**config.mk**
```make
export PLATFORM = sky130hd
export DESIGN_NAME = alu_issue_stage
export DESIGN_NICKNAME = d
export VERILOG_FILES = /design/src/rtl/alu_pkg.sv /design/src/rtl/operand_forward.sv /design/src/rtl/alu_issue_stage.sv
export SDC_FILE = /design/constraint.sdc
export NUM_CORES = 1
export LEC_CHECK = 0
export CAP_MARGIN = 20
export CORE_MARGIN = 4
export CORE_UTILIZATION = 38
export DETAILED_ROUTE_END_ITERATION = 12
export HOLD_SLACK_MARGIN = 0.08
export PLACE_DENSITY = 0.88
export SKIP_CTS_REPAIR_TIMING = 1
export SLEW_MARGIN = 20
export SYNTH_ARGS = -nofsm -noshare
export SYNTH_HDL_FRONTEND = slang
export SYNTH_HIERARCHICAL = 1
export SYNTH_SLANG_ARGS = --single-unit
export TNS_END_PERCENT = 100
```
**constraint.sdc**
```tcl
create_clock -name clk -period 2.8 [get_ports clk]
set_input_delay 0.84 -clock clk [delete_from_list [all_inputs] [get_ports clk]]
set_output_delay 0.84 -clock clk [all_outputs]
set_load 0.01 [all_outputs]
```
**src/rtl/alu_pkg.sv**
```systemverilog
`default_nettype none
// alu_pkg: ALU control encodings, register-index width and issue-stage state type.
package alu_pkg;

  localparam int REG_IDX_W = 5;

  localparam logic [3:0] ALU_AND   = 4'b0000;
  localparam logic [3:0] ALU_OR    = 4'b0001;
  localparam logic [3:0] ALU_ADD   = 4'b0010;
  localparam logic [3:0] ALU_MUL   = 4'b0011;
  localparam logic [3:0] ALU_AUIPC = 4'b0100;
  localparam logic [3:0] ALU_SUB   = 4'b0101;
  localparam logic [3:0] ALU_BEQ   = 4'b0110;
  localparam logic [3:0] ALU_SLL   = 4'b0111;
  localparam logic [3:0] ALU_SLTI  = 4'b1000;
  localparam logic [3:0] ALU_NOP   = 4'b1111;

  typedef enum logic {
    ST_EMPTY = 1'b0,
    ST_FULL  = 1'b1
  } stage_state_t;

endpackage
`default_nettype wire

```
**src/rtl/operand_forward.sv**
```systemverilog
`default_nettype none
// operand_forward: resolves one source operand through the EX/WB bypass network
// and flags a use of a not-yet-available load result.
module operand_forward
  import alu_pkg::*;
#(
  parameter int WIDTH = 31
) (
  input  logic [REG_IDX_W-1:0] i_idx,
  input  logic                 i_used,
  input  logic [WIDTH:0]       i_rf_data,
  input  logic                 i_ex_valid,
  input  logic                 i_ex_is_load,
  input  logic [REG_IDX_W-1:0] i_ex_rd,
  input  logic [WIDTH:0]       i_ex_data,
  input  logic                 i_wb_valid,
  input  logic [REG_IDX_W-1:0] i_wb_rd,
  input  logic [WIDTH:0]       i_wb_data,
  output logic [WIDTH:0]       o_data,
  output logic                 o_load_hit
);

  always_comb begin
    o_data = i_rf_data;
    if (i_idx == '0) begin
      o_data = '0;
    end else if (i_ex_valid && !i_ex_is_load && (i_ex_rd == i_idx)) begin
      o_data = i_ex_data;
    end else if (i_wb_valid && (i_wb_rd == i_idx)) begin
      o_data = i_wb_data;
    end
  end

  // A load in EX has no data yet; the consumer must wait one cycle.
  assign o_load_hit = i_used && i_ex_valid && i_ex_is_load &&
                      (i_ex_rd != '0) && (i_ex_rd == i_idx);

endmodule
`default_nettype wire

```
**src/rtl/alu_issue_stage.sv**
```systemverilog
`default_nettype none
// alu_issue_stage: single-entry operand-select/forwarding register feeding the ALU,
// with load-use stall, flush and full-throughput valid/ready handshake.
module alu_issue_stage
  import alu_pkg::*;
#(
  parameter int WIDTH = 31
) (
  input  logic                        clk,
  input  logic                        reset,
  input  logic                        IN_VALID,
  output logic                        IN_READY,
  input  logic [WIDTH:0]              IN_PC,
  input  logic [WIDTH:0]              IN_RS1_DATA,
  input  logic [WIDTH:0]              IN_RS2_DATA,
  input  logic [REG_IDX_W-1:0]        IN_RS1,
  input  logic [REG_IDX_W-1:0]        IN_RS2,
  input  logic [REG_IDX_W-1:0]        IN_RD,
  input  logic [WIDTH:0]              IN_IMM,
  input  logic                        IN_USE_PC,
  input  logic                        IN_USE_IMM,
  input  logic [3:0]                  IN_CONTROL,
  input  logic                        IN_IS_LOAD,
  input  logic                        FLUSH,
  input  logic                        FWD_EX_VALID,
  input  logic                        FWD_EX_IS_LOAD,
  input  logic [REG_IDX_W-1:0]        FWD_EX_RD,
  input  logic [WIDTH:0]              FWD_EX_DATA,
  input  logic                        FWD_WB_VALID,
  input  logic [REG_IDX_W-1:0]        FWD_WB_RD,
  input  logic [WIDTH:0]              FWD_WB_DATA,
  input  logic                        OUT_READY,
  output logic                        OUT_VALID,
  output logic signed [WIDTH:0]       A,
  output logic signed [WIDTH:0]       B,
  output logic [3:0]                  REG_CONTROL,
  output logic [REG_IDX_W-1:0]        OUT_RD,
  output logic                        OUT_IS_LOAD
);

  stage_state_t          r_state;
  stage_state_t          w_state_next;
  logic [WIDTH:0]        w_rs1_fwd;
  logic [WIDTH:0]        w_rs2_fwd;
  logic                  w_rs1_load_hit;
  logic                  w_rs2_load_hit;
  logic                  w_hazard;
  logic                  w_capture;
  logic signed [WIDTH:0] r_a;
  logic signed [WIDTH:0] r_b;
  logic [3:0]            r_control;
  logic [REG_IDX_W-1:0]  r_rd;
  logic                  r_is_load;

  operand_forward #(.WIDTH(WIDTH)) u_fwd_rs1 (
    .i_idx        (IN_RS1),
    .i_used       (!IN_USE_PC),
    .i_rf_data    (IN_RS1_DATA),
    .i_ex_valid   (FWD_EX_VALID),
    .i_ex_is_load (FWD_EX_IS_LOAD),
    .i_ex_rd      (FWD_EX_RD),
    .i_ex_data    (FWD_EX_DATA),
    .i_wb_valid   (FWD_WB_VALID),
    .i_wb_rd      (FWD_WB_RD),
    .i_wb_data    (FWD_WB_DATA),
    .o_data       (w_rs1_fwd),
    .o_load_hit   (w_rs1_load_hit)
  );

  operand_forward #(.WIDTH(WIDTH)) u_fwd_rs2 (
    .i_idx        (IN_RS2),
    .i_used       (!IN_USE_IMM),
    .i_rf_data    (IN_RS2_DATA),
    .i_ex_valid   (FWD_EX_VALID),
    .i_ex_is_load (FWD_EX_IS_LOAD),
    .i_ex_rd      (FWD_EX_RD),
    .i_ex_data    (FWD_EX_DATA),
    .i_wb_valid   (FWD_WB_VALID),
    .i_wb_rd      (FWD_WB_RD),
    .i_wb_data    (FWD_WB_DATA),
    .o_data       (w_rs2_fwd),
    .o_load_hit   (w_rs2_load_hit)
  );

  assign w_hazard  = IN_VALID && (w_rs1_load_hit || w_rs2_load_hit);
  assign OUT_VALID = (r_state == ST_FULL);
  assign IN_READY  = (!OUT_VALID || OUT_READY) && !w_hazard && !FLUSH;
  assign w_capture = IN_VALID && IN_READY;

  always_ff @(posedge clk or posedge reset) begin
    if (reset) begin
      r_state <= ST_EMPTY;
    end else begin
      r_state <= w_state_next;
    end
  end

  // Flush dominates; a capture keeps the stage FULL even while draining.
  always_comb begin
    w_state_next = r_state;
    if (FLUSH) begin
      w_state_next = ST_EMPTY;
    end else if (w_capture) begin
      w_state_next = ST_FULL;
    end else if ((r_state == ST_FULL) && OUT_READY) begin
      w_state_next = ST_EMPTY;
    end
  end

  always_ff @(posedge clk or posedge reset) begin
    if (reset) begin
      r_a       <= '0;
      r_b       <= '0;
      r_control <= ALU_NOP;
      r_rd      <= '0;
      r_is_load <= 1'b0;
    end else if (w_capture) begin
      r_a       <= IN_USE_PC  ? IN_PC  : w_rs1_fwd;
      r_b       <= IN_USE_IMM ? IN_IMM : w_rs2_fwd;
      r_control <= IN_CONTROL;
      r_rd      <= IN_RD;
      r_is_load <= IN_IS_LOAD;
    end
  end

  assign A           = r_a;
  assign B           = r_b;
  assign REG_CONTROL = r_control;
  assign OUT_RD      = r_rd;
  assign OUT_IS_LOAD = r_is_load;

endmodule
`default_nettype wire

```
==> impl_metrics.tcl <==
set metrics [dict create \
    placed_area_um2 10000 \
    fmax_mhz 331 \
    worst_slack_ns -0.221 \
    post-synth-top-count-cell "sky130_fd_sc_hd__mux2_2" \
    start_util_pct 38.7 \
    power.clock.fraction_pct 27.9 \
    power_total_uw 4690 \
    power_switching_share_pct 29.7 \
    grt_setup_unrepaired "yes" \
    synthDistinctLibCells 32 \
    peak_vdd_ir_mv 0.355 \
    place.port_buffers 307 \
    ys_top_cells_by_area "sky130_fd_sc_hd__dfrtp_1, sky130_fd_sc_hd__a311oi_2, sky130_fd_sc_hd__mux2_2, sky130_fd_sc_hd__mux2_4, sky130_fd_sc_hd__nand4_1" \
    final_cell_area_um2 10500 \
    worst_path_largest_cell_delay_ns 0.51 \
    multi_input_area_um2 4180 \
    grt_first_pass_wirelength_mm 39.0 \
    cp_data_required_time_ns 1.96 \
    share_seq_of_total_power_pct 31.1 \
    postSynth.asyncResetShare_pct 100 \
    die_w_um 138 \
    design.core.area_um2 16600 \
    clkTransAtPathRegs_ns 0.07 \
    drc 0 \
    die_footprint_um2 19000 \
    seq_area_frac_synth_pct 29.3 \
    ys_warns 6 \
    antennaDiodeCount 0 \
    tritoncts "yes" \
    synth-main-ff-cell "sky130_fd_sc_hd__dfrtp_1" \
    pleak_uw 0.00399 \
    critPathMaxFanout 4 \
    fillers 1338 \
    post_synth.cell_area_avg_um2 10.7 \
    setup_viol 1 \
    finalClockSkew_ns 0.0147 \
    total_switching_power_uw 1390 \
    regArea_um2 1880 \
    fp.dieH_um 138 \
    root_buffer "sky130_fd_sc_hd__clkbuf_16" \
    failed_checks "setup timing" \
    netlist.top_cell.by_area "sky130_fd_sc_hd__dfrtp_1" \
    globalplace.congestion 0.850 \
    gr-usage-all-layers_pct 26.9 \
    globalRoute.totalOverflow 0 \
    cp_slowest_cell "sky130_fd_sc_hd__or4_1" \
    yosysTopAreaCellShare_pct 27.7 \
    worstPathCellList "buf_6 -> or4_1 -> o211ai_1 -> nor3_2 -> o21ai_1 -> and3b_1 -> buf_2" \
    criticalPathCategory "in2out" \
    dp.final_hpwl_mm 20.2 \
    cts.sinks 75 \
    synthesis.instances 600 \
    vias_per_cell 5.98 \
    h-tree-depth 3 \
    drive_above_1_share_pct 32.3 \
    timing.hold.ws_ns 0.507 \
    critical_path.endpoint_type "primary output" \
    internal_power_uw 3300 \
    worstSetupStartpointType "input pin" \
    grt_antenna_before_repair 0 \
    worstMarginPinSlew_ns 0.521 \
    grt_start_max_net_pins 76 \
    post_route_insts_no_fill 1130 \
    report.final.hold_viol_count 0 \
    timing.max_cap.violations 0 \
    slew_viol_final 0 \
    dr.first_iter.drc_count 521 \
    antenna_left 0 \
    syn_to_final_growth_pct 63.0 \
    clockBufferDepth 2 \
    clock_insertion_delay_worst_skew_ns 0.34 \
    cpLargestDelayFamily "simple AND/OR/NAND/NOR gates" \
    run_status "complete, but fails checks" \
    drt_first_pass_iters 5 \
    min_period_over_period_pct 108 \
    postLayoutCoreUtil_pct 63.0 \
    minimum_clock_period_ns 3.02 \
    post-place-cells 1112 \
    detail_route.wl_per_cell_um 24.2 \
    design.portCount 308 \
    postSynthRegisterBits 75 \
    syn_area_um2 6410 \
    most_common_library_cells_after_synthesis "sky130_fd_sc_hd__mux2_2, sky130_fd_sc_hd__dfrtp_1, sky130_fd_sc_hd__nor3_1, sky130_fd_sc_hd__o21ai_0, sky130_fd_sc_hd__nand4_1" \
    power_density_nw_per_um2 449 \
    fp-row-count 47 \
    design.final.nets 1137 \
    slew_headroom_pct 65.3 \
    first_global_vias 7020 \
    worstPathBufferInverterCount 2 \
    synth_nets 832 \
    hold_class "reg2reg" \
    combPwrFrac_pct 40.9 \
    numCtsBuffers 9 \
    vias 6757 \
    route.final.wire_length_mm 27.3 \
    cp.arrival_ns 2.18 \
    synth-edff-count 0 \
]
-- final timing paths --
path	from	endpoint	slack (ns)	depth (start not counted)
setup / recovery	FWD_EX_RD[2]	IN_READY	-0.22	7
hold / removal	B[1]	B[1]	0.51	1
setup reg to reg	OUT_VALID	B[14]	1.15	5
hold reg to reg	B[1]	B[1]	0.51	1
max in group asynchronous	reset	B[28]	1.53	3
min in group asynchronous	reset	B[10]	0.92	3
-- cell families after synthesis --
group,Yosys count,share of synthesized area [%]
and+or+nand+nor,154,14.0
muxes,138,27.1
AOI/OAI and AO/OA,134,20.2
buffers and inverters,79,6.63
DFF,75,29.3
xor gates and xnor gates,20,2.73
-- through the flow --
stage / TNS [ns] / setup slack [ns]
2_1_floorplan: 0 / 0.0140
3_3_place_gp: -37.14 / -1.03
3_5_place_dp: -40.55 / -1.04
4_1_cts: -13.93 / -1.06
5_1_grt: -0.312 / -0.312
6_report: -0.221 / -0.221
-- registers in the layout, summed over array words and instances, names as in the netlist --
signal	flops
OUT_IS_LOAD	1
OUT_RD	5
B	32
OUT_VALID	1
REG_CONTROL	4
A	32
-- power by group through the flow --
stage | clock (uW) | sequential, uW | combinational, uW
after global placement | 0 | 1460 | 1860
after global routing | 1390 | 1480 | 2020
final | 1310 | 1460 | 1920
after floorplan | 0 | 1560 | 727
after CTS | 1330 | 1460 | 1910
after detailed placement | 0 | 1480 | 1900
-- per-layer routing --
layer	GRT usage (%)	routed length, um	vias up
met5	0	0	-
met4	9.00	694	0
met3	6.93	2430	65
met2	46.5	13400	419
met1	32.5	10800	3281
li1	-	-	2992
-- layout make-up --
| class | count | share of cell area [%] |
|---|---|---|
| multi-input combinational | 446 | 40.0 |
| timing repair buffer | 370 | 36.2 |
| tap | 220 | 2.63 |
| sequential | 75 | 18.0 |
| inverter | 3 | 0.120 |
| clock buffer | 9 | 2.15 |
| clock inverter | 7 | 0.946 |
-- cells in the final DEF (no fill, tap or decap), types with 3 or more instances in the layout --
cell type                         Yosys  final
sky130_fd_sc_hd__buf_4                1     45
sky130_fd_sc_hd__dlymetal6s2s_1       0     12
sky130_fd_sc_hd__nand4_1             64     64
sky130_fd_sc_hd__nand2_1              4      4
sky130_fd_sc_hd__buf_12               0     15
sky130_fd_sc_hd__clkdlybuf4s50_1      0    288
sky130_fd_sc_hd__xnor2_1             20     14
sky130_fd_sc_hd__xnor2_2              0      6
sky130_fd_sc_hd__mux2_2              78     78
sky130_fd_sc_hd__mux2_4              49     49
sky130_fd_sc_hd__a311oi_2            60     60
sky130_fd_sc_hd__buf_6               13      3
sky130_fd_sc_hd__dfstp_2              4      4
sky130_fd_sc_hd__o21ai_1              0      5
sky130_fd_sc_hd__buf_2               22      5
sky130_fd_sc_hd__clkbuf_16            0     11
sky130_fd_sc_hd__mux2_1              11     11
sky130_fd_sc_hd__or4_1                4      3
sky130_fd_sc_hd__dfrtp_1             71     71
sky130_fd_sc_hd__nor3_1              66     64
sky130_fd_sc_hd__o21ai_0             66     61
No activity file was read; power rests on OpenSTA's default activity.
